===== src/rtl/ocl_tile_slave.sv =====
// OCL tile slave: bridges one OCL AXI-Lite-style access at a time onto a bank of
// simple valid/ack register clients, with ack timeout and a saturating error count.
module ocl_tile_slave #(
    parameter int N_CLIENTS = 8,
    parameter int TIMEOUT   = 255
) (
    input  logic                        clk,
    input  logic                        rstn,
    input  logic                        awvalid,
    output logic                        awready,
    input  logic [31:0]                 awaddr,
    input  logic                        wvalid,
    output logic                        wready,
    input  logic [31:0]                 wdata,
    output logic                        bvalid,
    input  logic                        bready,
    input  logic                        arvalid,
    output logic                        arready,
    input  logic [31:0]                 araddr,
    output logic                        rvalid,
    input  logic                        rready,
    output logic [31:0]                 rdata,
    output logic [N_CLIENTS-1:0]        reg_wvalid,
    input  logic [N_CLIENTS-1:0]        reg_wack,
    output logic [7:0]                  reg_waddr,
    output logic [31:0]                 reg_wdata,
    output logic [N_CLIENTS-1:0]        reg_rvalid,
    input  logic [N_CLIENTS-1:0]        reg_rack,
    output logic [7:0]                  reg_raddr,
    input  logic [N_CLIENTS-1:0][31:0]  reg_rdata,
    output logic [15:0]                 err_count
);

    typedef enum logic [2:0] {
        IDLE, W_DATA, W_REQ, W_RESP, R_REQ, R_RESP
    } state_t;

    localparam logic [8:0]  NC        = 9'(N_CLIENTS);
    localparam logic [15:0] WAIT_LAST = 16'(TIMEOUT - 1);

    state_t      state, state_nxt;
    logic [7:0]  id;
    logic [15:0] wait_cnt;
    logic        wack_hit, rack_hit, waiting, timeout, err_inc;
    logic        id_bad, ar_bad;
    logic [31:0] sel_rdata;

    assign id_bad = ({1'b0, id} >= NC);
    assign ar_bad = ({1'b0, araddr[15:8]} >= NC);

    // Only the latched client sees a request strobe; an out-of-range id matches nothing.
    always_comb begin
        reg_wvalid = '0;
        reg_rvalid = '0;
        sel_rdata  = '0;
        for (int i = 0; i < N_CLIENTS; i++) begin
            if (id == 8'(i)) begin
                reg_wvalid[i] = (state == W_REQ);
                reg_rvalid[i] = (state == R_REQ);
                sel_rdata     = reg_rdata[i];
            end
        end
    end

    assign wack_hit = |(reg_wack & reg_wvalid);
    assign rack_hit = |(reg_rack & reg_rvalid);
    assign waiting  = ((state == W_REQ) && !wack_hit) || ((state == R_REQ) && !rack_hit);
    assign timeout  = waiting && (wait_cnt == WAIT_LAST);

    assign awready = (state == IDLE);
    assign arready = (state == IDLE) && !awvalid;
    assign wready  = (state == W_DATA);
    assign bvalid  = (state == W_RESP);
    assign rvalid  = (state == R_RESP);

    always_ff @(posedge clk or negedge rstn) begin
        if (!rstn) state <= IDLE;
        else       state <= state_nxt;
    end

    always_comb begin
        state_nxt = state;
        err_inc   = 1'b0;
        case (state)
            IDLE: begin
                if (awvalid) begin
                    state_nxt = W_DATA;
                end else if (arvalid) begin
                    state_nxt = ar_bad ? R_RESP : R_REQ;
                    err_inc   = ar_bad;
                end
            end
            W_DATA: begin
                if (wvalid) begin
                    state_nxt = id_bad ? W_RESP : W_REQ;
                    err_inc   = id_bad;
                end
            end
            W_REQ: begin
                if (wack_hit || timeout) state_nxt = W_RESP;
                err_inc = timeout;
            end
            R_REQ: begin
                if (rack_hit || timeout) state_nxt = R_RESP;
                err_inc = timeout;
            end
            W_RESP:  if (bready) state_nxt = IDLE;
            R_RESP:  if (rready) state_nxt = IDLE;
            default: state_nxt = IDLE;
        endcase
    end

    // rdata is only written on the way into R_RESP, so it holds while rvalid is up.
    always_ff @(posedge clk or negedge rstn) begin
        if (!rstn) begin
            id        <= '0;
            reg_waddr <= '0;
            reg_raddr <= '0;
            reg_wdata <= '0;
            rdata     <= '0;
        end else begin
            if (state == IDLE && awvalid) begin
                id        <= awaddr[15:8];
                reg_waddr <= awaddr[7:0];
            end else if (state == IDLE && arvalid) begin
                id        <= araddr[15:8];
                reg_raddr <= araddr[7:0];
                if (ar_bad) rdata <= 32'hDEAD_00FF;
            end
            if (state == W_DATA && wvalid) reg_wdata <= wdata;
            if (state == R_REQ) begin
                if (rack_hit)     rdata <= sel_rdata;
                else if (timeout) rdata <= 32'hDEAD_0000 | {24'h0, id};
            end
        end
    end

    always_ff @(posedge clk or negedge rstn) begin
        if (!rstn) begin
            wait_cnt  <= '0;
            err_count <= '0;
        end else begin
            if ((state_nxt == W_REQ && state != W_REQ) || (state_nxt == R_REQ && state != R_REQ))
                wait_cnt <= '0;
            else if (waiting)
                wait_cnt <= wait_cnt + 16'd1;
            if (err_inc && err_count != 16'hFFFF)
                err_count <= err_count + 16'd1;
        end
    end

endmodule


===== config.mk =====
export PLATFORM = sky130hd
export DESIGN_NAME = ocl_tile_slave
export DESIGN_NICKNAME = d
export VERILOG_FILES = /design/src/rtl/ocl_tile_slave.sv
export SDC_FILE = /design/constraint.sdc
export NUM_CORES = 1
export LEC_CHECK = 0
export CAP_MARGIN = 0
export CORE_AREA = 2 2 190 192
export DETAILED_ROUTE_END_ITERATION = 7
export DIE_AREA = 0 0 192 194
export GPL_ROUTABILITY_DRIVEN = 1
export PLACE_DENSITY = 0.64
export SLEW_MARGIN = 40
export SYNTH_ARGS = -nofsm -noshare
export SYNTH_HDL_FRONTEND = slang
export SYNTH_SLANG_ARGS = --single-unit

===== constraint.sdc =====
create_clock -name clk -period 4.4 [get_ports clk]
set_input_delay 1.32 -clock clk [delete_from_list [all_inputs] [get_ports clk]]
set_output_delay 1.32 -clock clk [all_outputs]
set_load 0.005 [all_outputs]

* After elaboration in Yosys (flattened, before gate mapping)
Cells that the tools add are included.
** Word-level totals
- Bits in registers :: 123
- Input port bits :: 375
- Output and inout port bits :: 117
- Logic and storage cells :: 106
** Operators by class
- $add $sub $neg :: 2
- Magnitude comparators :: 2
- Equal/unequal tests :: 18
- Mux-type cells :: 48
- Bitwise operators :: 3
- Reductions and logical operators :: 25
** Operators by type and width (number)
- $mux W32 :: 14
- $add A16 B1 Y16 const B :: 2
- $eq A8 B3 Y1 const B :: 4
- $mux W16 :: 2
- $mux W1 :: 21
- $mux W3 :: 7
- $pmux W3 S6 :: 1
- $and A8 B8 Y8 :: 2
- $eq A16 B8 Y1 const B :: 1
- $eq A8 B2 Y1 const B :: 2
- $ge A8 B4 Y1 const B :: 2
- $mux W8 :: 2
- $ne A16 B16 Y1 const B :: 1
- $reduce_or A8 Y1 :: 2
- $logic_and A1 B1 Y1 :: 10
- $eq A3 B2 Y1 const B :: 3
- $eq A3 B3 Y1 const B :: 3
- $eq A8 B1 Y1 const B :: 1
- $logic_not A8 Y1 :: 1
- $logic_or A1 B1 Y1 :: 4
- $reduce_bool A2 Y1 :: 2
- $eq A3 B1 Y1 const B :: 1
- $logic_not A1 Y1 :: 3
- $logic_not A3 Y1 :: 1
- other kinds (6) :: 6

* Depth between registers and ports, before layout
Gate-level depths: netlist of run 1.
- Depth after elaboration :: 15
- Mapped depth :: 9
- Depth with buffers taken out :: 8

* Worst setup path after synthesis of run 1
Ideal clock, no wire load.
- Path kind :: register -> output
- Start :: reg id[5]
- End :: out reg_wvalid[4]
- Arrival :: 1.849 ns
- Required time :: 3.080 ns
- Path slack :: 1.231 ns
- Stages on the path, launching flop included :: 7
- Buffers on the path :: 2
- Path through :: dfrtp_1 > nor4_1 > and2_1 > clkbuf_1 > buf_1 > nand3_1 > nor3_1
** Between the ends
- Cells in the longest elaborated chain, start to end :: 2
** RTL lines
- start: declaration :: line 42 : logic [7:0] id;
- start signal: assignment :: line 123 : id <= awaddr[15:8];
- start signal: assignment :: line 126 : id <= araddr[15:8];
- $eq A8 B3 Y1 :: line 57 : if (id == 8'(i)) begin
- $mux W1 :: line 57
- end: declaration :: line 23 : output logic [N_CLIENTS-1:0] reg_wvalid,
No other way between the ends.

* Worst setup path after layout of run 1
- Start :: reg id[5]
- End :: out reg_wvalid[0]
** Between the ends
- Cells in the longest elaborated chain, start to end :: 2
** RTL lines (line)
- $logic_not A8 Y1 :: 57
- $mux W1 :: 57
No other way between the ends.

==> summary.log, run 1 <==
qor: outcome.outcome completed
qor: synth.avgSynthCellArea 11.5 sq um
qor: clock_tree.cts_setup_buffers 0
qor: timing.setup_slack 296 ps
qor: grt.grt_pass1_wl 49.7 mm
qor: grt.grt.overflow.total 0
qor: clock_tree.clk_root_buffer_cell sky130_fd_sc_hd__clkbuf_16
qor: grt.first_global_vias 8084
qor: layout.stdcell_count 1591
qor: layout.drive_gt1_frac 0.154
qor: critical_path.worstSetupStartpointType register
qor: synth.ys_ff_latch 123
qor: critical_path.cp_data_arrival_time 2780 ps
qor: clock_tree.cts.htree.levels 4
qor: critical_path.path_class reg2out
qor: synth.synth-edff-count 0
qor: clock_tree.cts.sink_count 123
qor: floorplanning.start_util 0.218
qor: timing.period_share 0.933
qor: timing.worst_slew_pin_slew 635 ps
qor: floorplanning.die_w 192 microns
qor: synth.synthCells 664
qor: placed_design.gp_congestion 0.862
qor: timing.finalCriticalPeriod 4100 ps
qor: timing.finalMaxSlewViolations 0
qor: layout.multi_input_comb_area 4310 sq um
qor: floorplanning.placement_rows 69
qor: placed_design.number_of_buffers_added_on_ports 459
qor: critical_path.crit_required 3080 ps
qor: route.routed_wl 33.8 mm
qor: critical_path.critical_path_peak_fanout 19
qor: timing.fin_skew 9.75 ps
qor: placed_design.place.detailed.hpwl 27.3 mm
qor: clock_tree.cts_repair_resize_count 0
qor: route.drt-pass1-iter-count 4
qor: clock_tree.clkLatencyLatePin 430 ps
qor: route.route.detailed.wl_per_inst 21.3 microns
qor: placed_design.placed_cells_incl_taps 1554
qor: clock_tree.tritoncts built
qor: layout.area_growth 74.5%
qor: synth.predominant_post_synthesis_flop_cell sky130_fd_sc_hd__dfrtp_1
qor: timing.max_clock_freq 0.244 GHz
qor: synth.syn_area 7660 sq um
qor: clock_tree.cts_made_buffers 17
qor: synth.synthesis.yosys.warnings 0
qor: route.vias_per_cell 4.74
qor: job.drv_cap 0
qor: synth.syn-num-nets 1042
qor: floorplanning.die_area 37200 sq um
qor: power.power_density 513 nW/um^2
qor: synth.synth-seq-area-share 0.402
qor: clock_tree.clk_pin_slew 60 ps
qor: grt.grt_antenna_before_repair 9
qor: timing.setup-violations-final 0
qor: route.vias 7538
qor: timing.setup_repair_after_global_routing_missed_its_margin false
qor: grt.grt_use_total 0.179
qor: route.first_drt_iteration_drcs 286
qor: placed_design.detailedPlace.worstSlack 537 ps
qor: route.drc_errors 0
qor: power.leakage 0.00507 uW
qor: grt.grt_start_max_net_pins 48
qor: floorplanning.core_area 35200 sq um
qor: timing.setup-tns-final 0 ps
qor: clock_tree.cts.path.max_buffers 2
qor: critical_path.kind_of_capture_point_of_the_worst_setup_path output pin
qor: floorplanning.die_h 194 microns
qor: layout.finish.net_count 1490
qor: layout.final-seq-area 3090 sq um
qor: timing.slew_hr 0.575
qor: clock_tree.cts_hold_buffers 0
qor: floorplanning.io-pin-count 492
qor: power.design_power_total 6850 uW
qor: power.peakVddDrop 315 uV
qor: hold_path.hold_class reg2reg
qor: synth.ys_types 59
qor: timing.report.final.hold_viol_count 0
qor: layout.filler_cell_count 3494
qor: synth.synth-async-reset-ratio 1.00
qor: critical_path.r2r_slack 1520 ps
qor: route.antenna_violating_nets_post_route 0
[logic make-up (layout without fill, tap and decap cells)]
group,after synthesis,in the layout,synth area share
AOI/OAI and AO/OA,145,145,0.136
xor gates and xnor gates,29,29,0.0331
other,0,5,0
buffers and inverters,65,526,0.0356
adders and majority gates,3,3,0.00490
DFF,123,123,0.402
muxes,143,143,0.285
and+or+nand+nor,156,156,0.104
[area by class of cell]
type | instances | share of cell area
antenna | 5 | 0.000936
multi-input combinational | 476 | 0.323
tap | 461 | 0.0431
sequential | 123 | 0.231
inverter | 16 | 0.00449
clock buffer | 22 | 0.0340
timing repair buffer | 478 | 0.357
clock inverter | 10 | 0.00702
[power breakdown]
part           internal (uW)  switching (uW)
registers               1560             423
logic                   2030            1490
clock network            792             547
[worst paths after layout]
| kind | from | to | depth (start not counted) |
|---|---|---|---|
| max | id[5] | reg_wvalid[0] | 7 |
| max in group asynchronous | rstn | reg_waddr[5] | 2 |
| max reg2reg | id[1] | rdata[19] | 6 |
| min reg2reg | rdata[8] | rdata[8] | 1 |
| min | rdata[8] | rdata[8] | 1 |
| min in group asynchronous | rstn | reg_wdata[1] | 1 |
[per-stage QoR]
step | hold slack, ps | util | instance area [sq um]
global route | 505 | 0.379 | 13400
floorplan | 450 | - | 7660
CTS | 491 | 0.379 | 13400
detailed placement | 473 | 0.363 | 12800
global placement | 470 | 0.363 | 12800
finish | 488 | 0.380 | 13400
[layout by cell type, fill, tap and decap left out, types with 3 or more instances in the layout]
cell                              netlist  final
sky130_fd_sc_hd__clkdlybuf4s50_1        0    458
sky130_fd_sc_hd__dfrtp_1              123    120
sky130_fd_sc_hd__mux4_2                54     54
sky130_fd_sc_hd__mux2_2                53     53
sky130_fd_sc_hd__nor2_1                39     38
sky130_fd_sc_hd__nand2_1               35     35
sky130_fd_sc_hd__mux2i_1               34     34
sky130_fd_sc_hd__o211ai_1              31     31
sky130_fd_sc_hd__a21oi_1               24     24
sky130_fd_sc_hd__o21ai_0               22     22
sky130_fd_sc_hd__xor2_1                17     17
sky130_fd_sc_hd__clkbuf_16              0     17
sky130_fd_sc_hd__inv_1                 16     16
sky130_fd_sc_hd__buf_4                  1     16
sky130_fd_sc_hd__nor3_1                14     14
sky130_fd_sc_hd__o2bb2ai_1             13     13
sky130_fd_sc_hd__nand3_1               12     12
sky130_fd_sc_hd__xnor2_1               12     12
sky130_fd_sc_hd__o2111ai_1             11     11
sky130_fd_sc_hd__a2bb2oi_1              9      9
sky130_fd_sc_hd__a22oi_1                9      9
sky130_fd_sc_hd__and3_1                 8      8
sky130_fd_sc_hd__and2_1                 8      8
sky130_fd_sc_hd__nor4_1                 7      7
sky130_fd_sc_hd__diode_2                0      5
sky130_fd_sc_hd__nor3b_1                5      5
sky130_fd_sc_hd__nand2b_1               5      5
sky130_fd_sc_hd__nand4_1                5      5
sky130_fd_sc_hd__o22ai_1                4      4
sky130_fd_sc_hd__clkbuf_1              27      4
sky130_fd_sc_hd__nor2b_1                3      3
sky130_fd_sc_hd__a211oi_1               3      3
sky130_fd_sc_hd__or2_2                  3      3
sky130_fd_sc_hd__ha_1                   3      3
sky130_fd_sc_hd__clkinv_2               0      3
sky130_fd_sc_hd__clkinvlp_4             0      3
sky130_fd_sc_hd__dfrtp_4                0      3
[critical path, stage by stage, from the launching register on]
cell and delay, ps:
sky130_fd_sc_hd__dfrtp_1 420, sky130_fd_sc_hd__nor4_1 290, sky130_fd_sc_hd__buf_4 180, sky130_fd_sc_hd__and2_1 140, sky130_fd_sc_hd__buf_4 260, sky130_fd_sc_hd__nand2_1 240, sky130_fd_sc_hd__nor4_1 250, sky130_fd_sc_hd__clkdlybuf4s50_1 570
[metal layers]
metal | share of wire | global-route usage
met1 | 0.38 | 0.199
met2 | 0.52 | 0.322
met3 | 0.082 | 0.0581
met4 | 0.016 | 0.0548
met5 | 0.0015 | 0
[synth_stat cells (all sizes together) (13+ instances only)]
master,count,area (sq um)
nand2,35,131
o21ai,24,124
mux2i,34,340
inv,16,60.1
xor2,17,149
dfrtp,123,3080
nor2,40,153
o211ai,31,233
buf,22,111
mux4,54,1220
mux2,55,627
nor3,14,70.1
clkbuf,27,101
a21oi,26,145
o2bb2ai,13,114
[sequential cells by signal, indices dropped and copies added (netlist names)]
signal     cells
wait_cnt      16
reg_raddr      8
id             8
state          3
rdata         32
reg_waddr      8
err_count     16
reg_wdata     32
(Power assumes the default switching activity.)
==> run 2: changes to the inputs <==
Settings changed: ABC_CLOCK_PERIOD_IN_PS set to 4400, CTS_CLUSTER_SIZE set to 25, RECOVER_POWER set to 25.
==> run 2 against run 1 <==
The flow now finishes with violations (capacitance limit, slew limit). Critical path depth stayed put. Cell area hardly changed. Sequential share of layout area is essentially flat. Clock skew is 0.74 ps lower. Cell count unchanged. First-iteration DRC count is 0.70% lower. Non-clock buffer count did not move. Worst setup slack gained 19 ps.
==> summary.log, run 2 (synthesized netlist as in run 1, its figures left out) <==
qor: route.routed_wl 33.9 mm [was 33.8 mm]
qor: route.drc_errors 0 [unchanged]
qor: critical_path.crit_start id[5] [unchanged]
qor: timing.setup-tns-final 0 ps [unchanged]
qor: critical_path.critical_path.top_delay_family buffers and inverters [unchanged]
qor: critical_path.critical_path.max_stage_delay 570 ps [about the same]
qor: layout.area_growth 74.4% [was 74.5%]
qor: critical_path.critical_path.cell_chain nor4_1 > buf_4 > and2_1 > buf_4 > nand2_1 > nor4_1 > clkdlybuf4s50_1 [unchanged]
qor: hold_path.hold_class reg2reg [unchanged]
qor: grt.grt.busiest_layer met2 [unchanged]
qor: floorplanning.die_w 192 microns [unchanged]
qor: critical_path.regToRegEndpoint rdata[19] [unchanged]
qor: timing.finalCriticalPeriod 4080 ps [was 4100 ps]
qor: critical_path.r2r_slack 1530 ps [was 1520 ps]
qor: route.first_drt_iteration_drcs 284 [was 286]
qor: clock_tree.cts.htree.levels 4 [unchanged]
qor: critical_path.cp.depth 7 [unchanged]
qor: timing.finalMaxSlewViolations 43 [was 0]
qor: grt.grt_use_total 0.179 [unchanged]
qor: critical_path.path_class reg2out [unchanged]
qor: timing.setup-violations-final 0 [unchanged]
qor: clock_tree.tritoncts built [unchanged]
qor: critical_path.worstPathBufferInverterCount 3 [unchanged]
qor: layout.mostFrequentLayoutCell sky130_fd_sc_hd__clkdlybuf4s50_1 [unchanged]
qor: critical_path.kind_of_capture_point_of_the_worst_setup_path output pin [unchanged]
qor: clock_tree.cts_made_buffers 17 [unchanged]
qor: layout.largestRegisters rdata: 32 flops, reg_wdata: 32 flops [unchanged]
qor: grt.groute.layer.met3.usage 0.0581 [unchanged]
qor: power.power_density 513 nW/um^2 [about the same]
qor: critical_path.reg2regPathDepth 6 [unchanged]
qor: critical_path.worstSetupStartpointType register [unchanged]
qor: clock_tree.clk_root_buffer_cell sky130_fd_sc_hd__clkbuf_16 [unchanged]
qor: floorplanning.die_h 194 microns [unchanged]
qor: floorplanning.io-pin-count 492 [unchanged]
qor: clock_tree.cts_hold_buffers 0 [unchanged]
qor: clock_tree.cts_repair_resize_count 0 [unchanged]
qor: grt.first_global_vias 8084 [unchanged]
qor: layout.drive_gt1_frac 0.153 [was 0.154]
qor: grt.grt.overflow.total 0 [unchanged]
qor: timing.slew_hr -0.812 [was 0.575]
qor: power.design_power_total 6850 uW [about the same]
qor: floorplanning.start_util 0.218 [unchanged]
qor: grt.grt.met1_usage 0.199 [unchanged]
qor: timing.final.hold.worst_slack 488 ps [about the same]
qor: floorplanning.die_area 37200 sq um [unchanged]
qor: hold_path.hp-start rdata[8] [unchanged]
qor: placed_design.gp_congestion 0.862 [unchanged]
qor: timing.max_clock_freq 0.245 GHz [was 0.244 GHz]
qor: floorplanning.placement_rows 69 [unchanged]
qor: timing.worst_slew_pin_slew 2720 ps [was 635 ps]
qor: clock_tree.clkLatencyLatePin 430 ps [about the same]
qor: power.peakVddDrop 315 uV [about the same]
qor: route.antenna_violating_nets_post_route 0 [unchanged]
qor: hold_path.holdPathStages 1 [unchanged]
qor: placed_design.place.detailed.hpwl 27.3 mm [unchanged]
qor: placed_design.placed_cell_areas 12800 sq um [unchanged]
qor: clock_tree.cts.path.max_buffers 2 [unchanged]
qor: timing.fin_skew 9.01 ps [was 9.75 ps]
qor: job.drv_cap 1 [was 0]
qor: layout.mostFrequentLayoutCells sky130_fd_sc_hd__clkdlybuf4s50_1 (458), sky130_fd_sc_hd__dfrtp_1 (120), sky130_fd_sc_hd__mux4_2 (54) [unchanged]
qor: outcome.failed_checks capacitance limit, slew limit
qor: critical_path.crit_required 3080 ps [about the same]
qor: critical_path.critical_path_peak_fanout 19 [unchanged]
qor: clock_tree.cts_setup_buffers 0 [unchanged]
qor: clock_tree.cts.sink_count 123 [unchanged]
qor: timing.period_share 0.928 [was 0.933]
qor: floorplanning.core_area 35200 sq um [unchanged]
qor: clock_tree.clk_pin_slew 60 ps [about the same]
qor: outcome.outcome complete, but fails checks [was completed]
qor: layout.filler_cell_count 3496 [was 3494]
qor: hold_path.min_to rdata[8] [unchanged]
qor: placed_design.placed_cells_incl_taps 1554 [unchanged]
qor: grt.grt_antenna_before_repair 9 [unchanged]
qor: grt.grt_start_max_net_pins 48 [unchanged]
qor: route.vias_per_cell 4.75 [was 4.74]
qor: critical_path.critical-path-slowest-cell sky130_fd_sc_hd__clkdlybuf4s50_1 [unchanged]
qor: route.route.detailed.wl_per_inst 21.3 microns [about the same]
qor: power.leakage 0.00507 uW [about the same]
qor: route.drt-pass1-iter-count 4 [unchanged]
qor: timing.setup_repair_after_global_routing_missed_its_margin false [unchanged]
qor: route.vias 7550 [was 7538]
qor: grt.grt_use_met2 0.322 [unchanged]
qor: layout.finish.net_count 1490 [unchanged]
qor: layout.stdcell_count 1591 [unchanged]
qor: grt.grt_pass1_wl 49.7 mm [unchanged]
qor: critical_path.timing.rr.start id[1] [unchanged]
qor: timing.report.final.hold_viol_count 0 [unchanged]
qor: placed_design.number_of_buffers_added_on_ports 459 [unchanged]
qor: critical_path.cp_data_arrival_time 2760 ps [was 2780 ps]
qor: layout.stdcell_area 13400 sq um [about the same]
run 2: worst max path at each step:
stage / slack [ps] / to
6_report: 320 / reg_wvalid[0]
5_1_grt: 150 / reg_wvalid[6]
4_1_cts: 270 / reg_wvalid[6]
3_5_place_dp: 540 / wait_cnt[6]
3_3_place_gp: 590 / wait_cnt[1]
2_1_floorplan: 1230 / reg_wvalid[4]
run 2: final cells by class:
type | count | area (sq um) | share of cell area
Sequential cell | 123 | 3090 | 0.231
Timing Repair Buffer | 478 | 4760 | 0.356
Clock inverter | 10 | 93.8 | 0.00702
Inverter | 16 | 60.1 | 0.00450
Clock buffer | 22 | 454 | 0.0340
Multi-Input combinational cell | 476 | 4310 | 0.323
Tap cell | 461 | 577 | 0.0432
Antenna cell | 5 | 12.5 | 0.000937
run 2: through the flow:
stage / utilization / setup slack (ps)
after global placement: 0.363 / 590
after detailed placement: 0.363 / 537
final: 0.379 / 315
after CTS: 0.379 / 270
after floorplan: - / 1230
after global routing: 0.379 / 149
run 2: power breakdown:
part / switching [uW] / internal [uW] / leakage [uW]
clock network: 545 / 792 / 0.000261
logic: 1490 / 2030 / 0.00333
registers: 424 / 1560 / 0.00148
run 2: layer usage:
metal	wire length [microns]	part of all wire	vias to the layer above
met5	49	0.0014	-
met4	582	0.017	8
met3	2780	0.082	38
met2	17600	0.52	305
met1	12900	0.38	3744
li1	-	-	3455
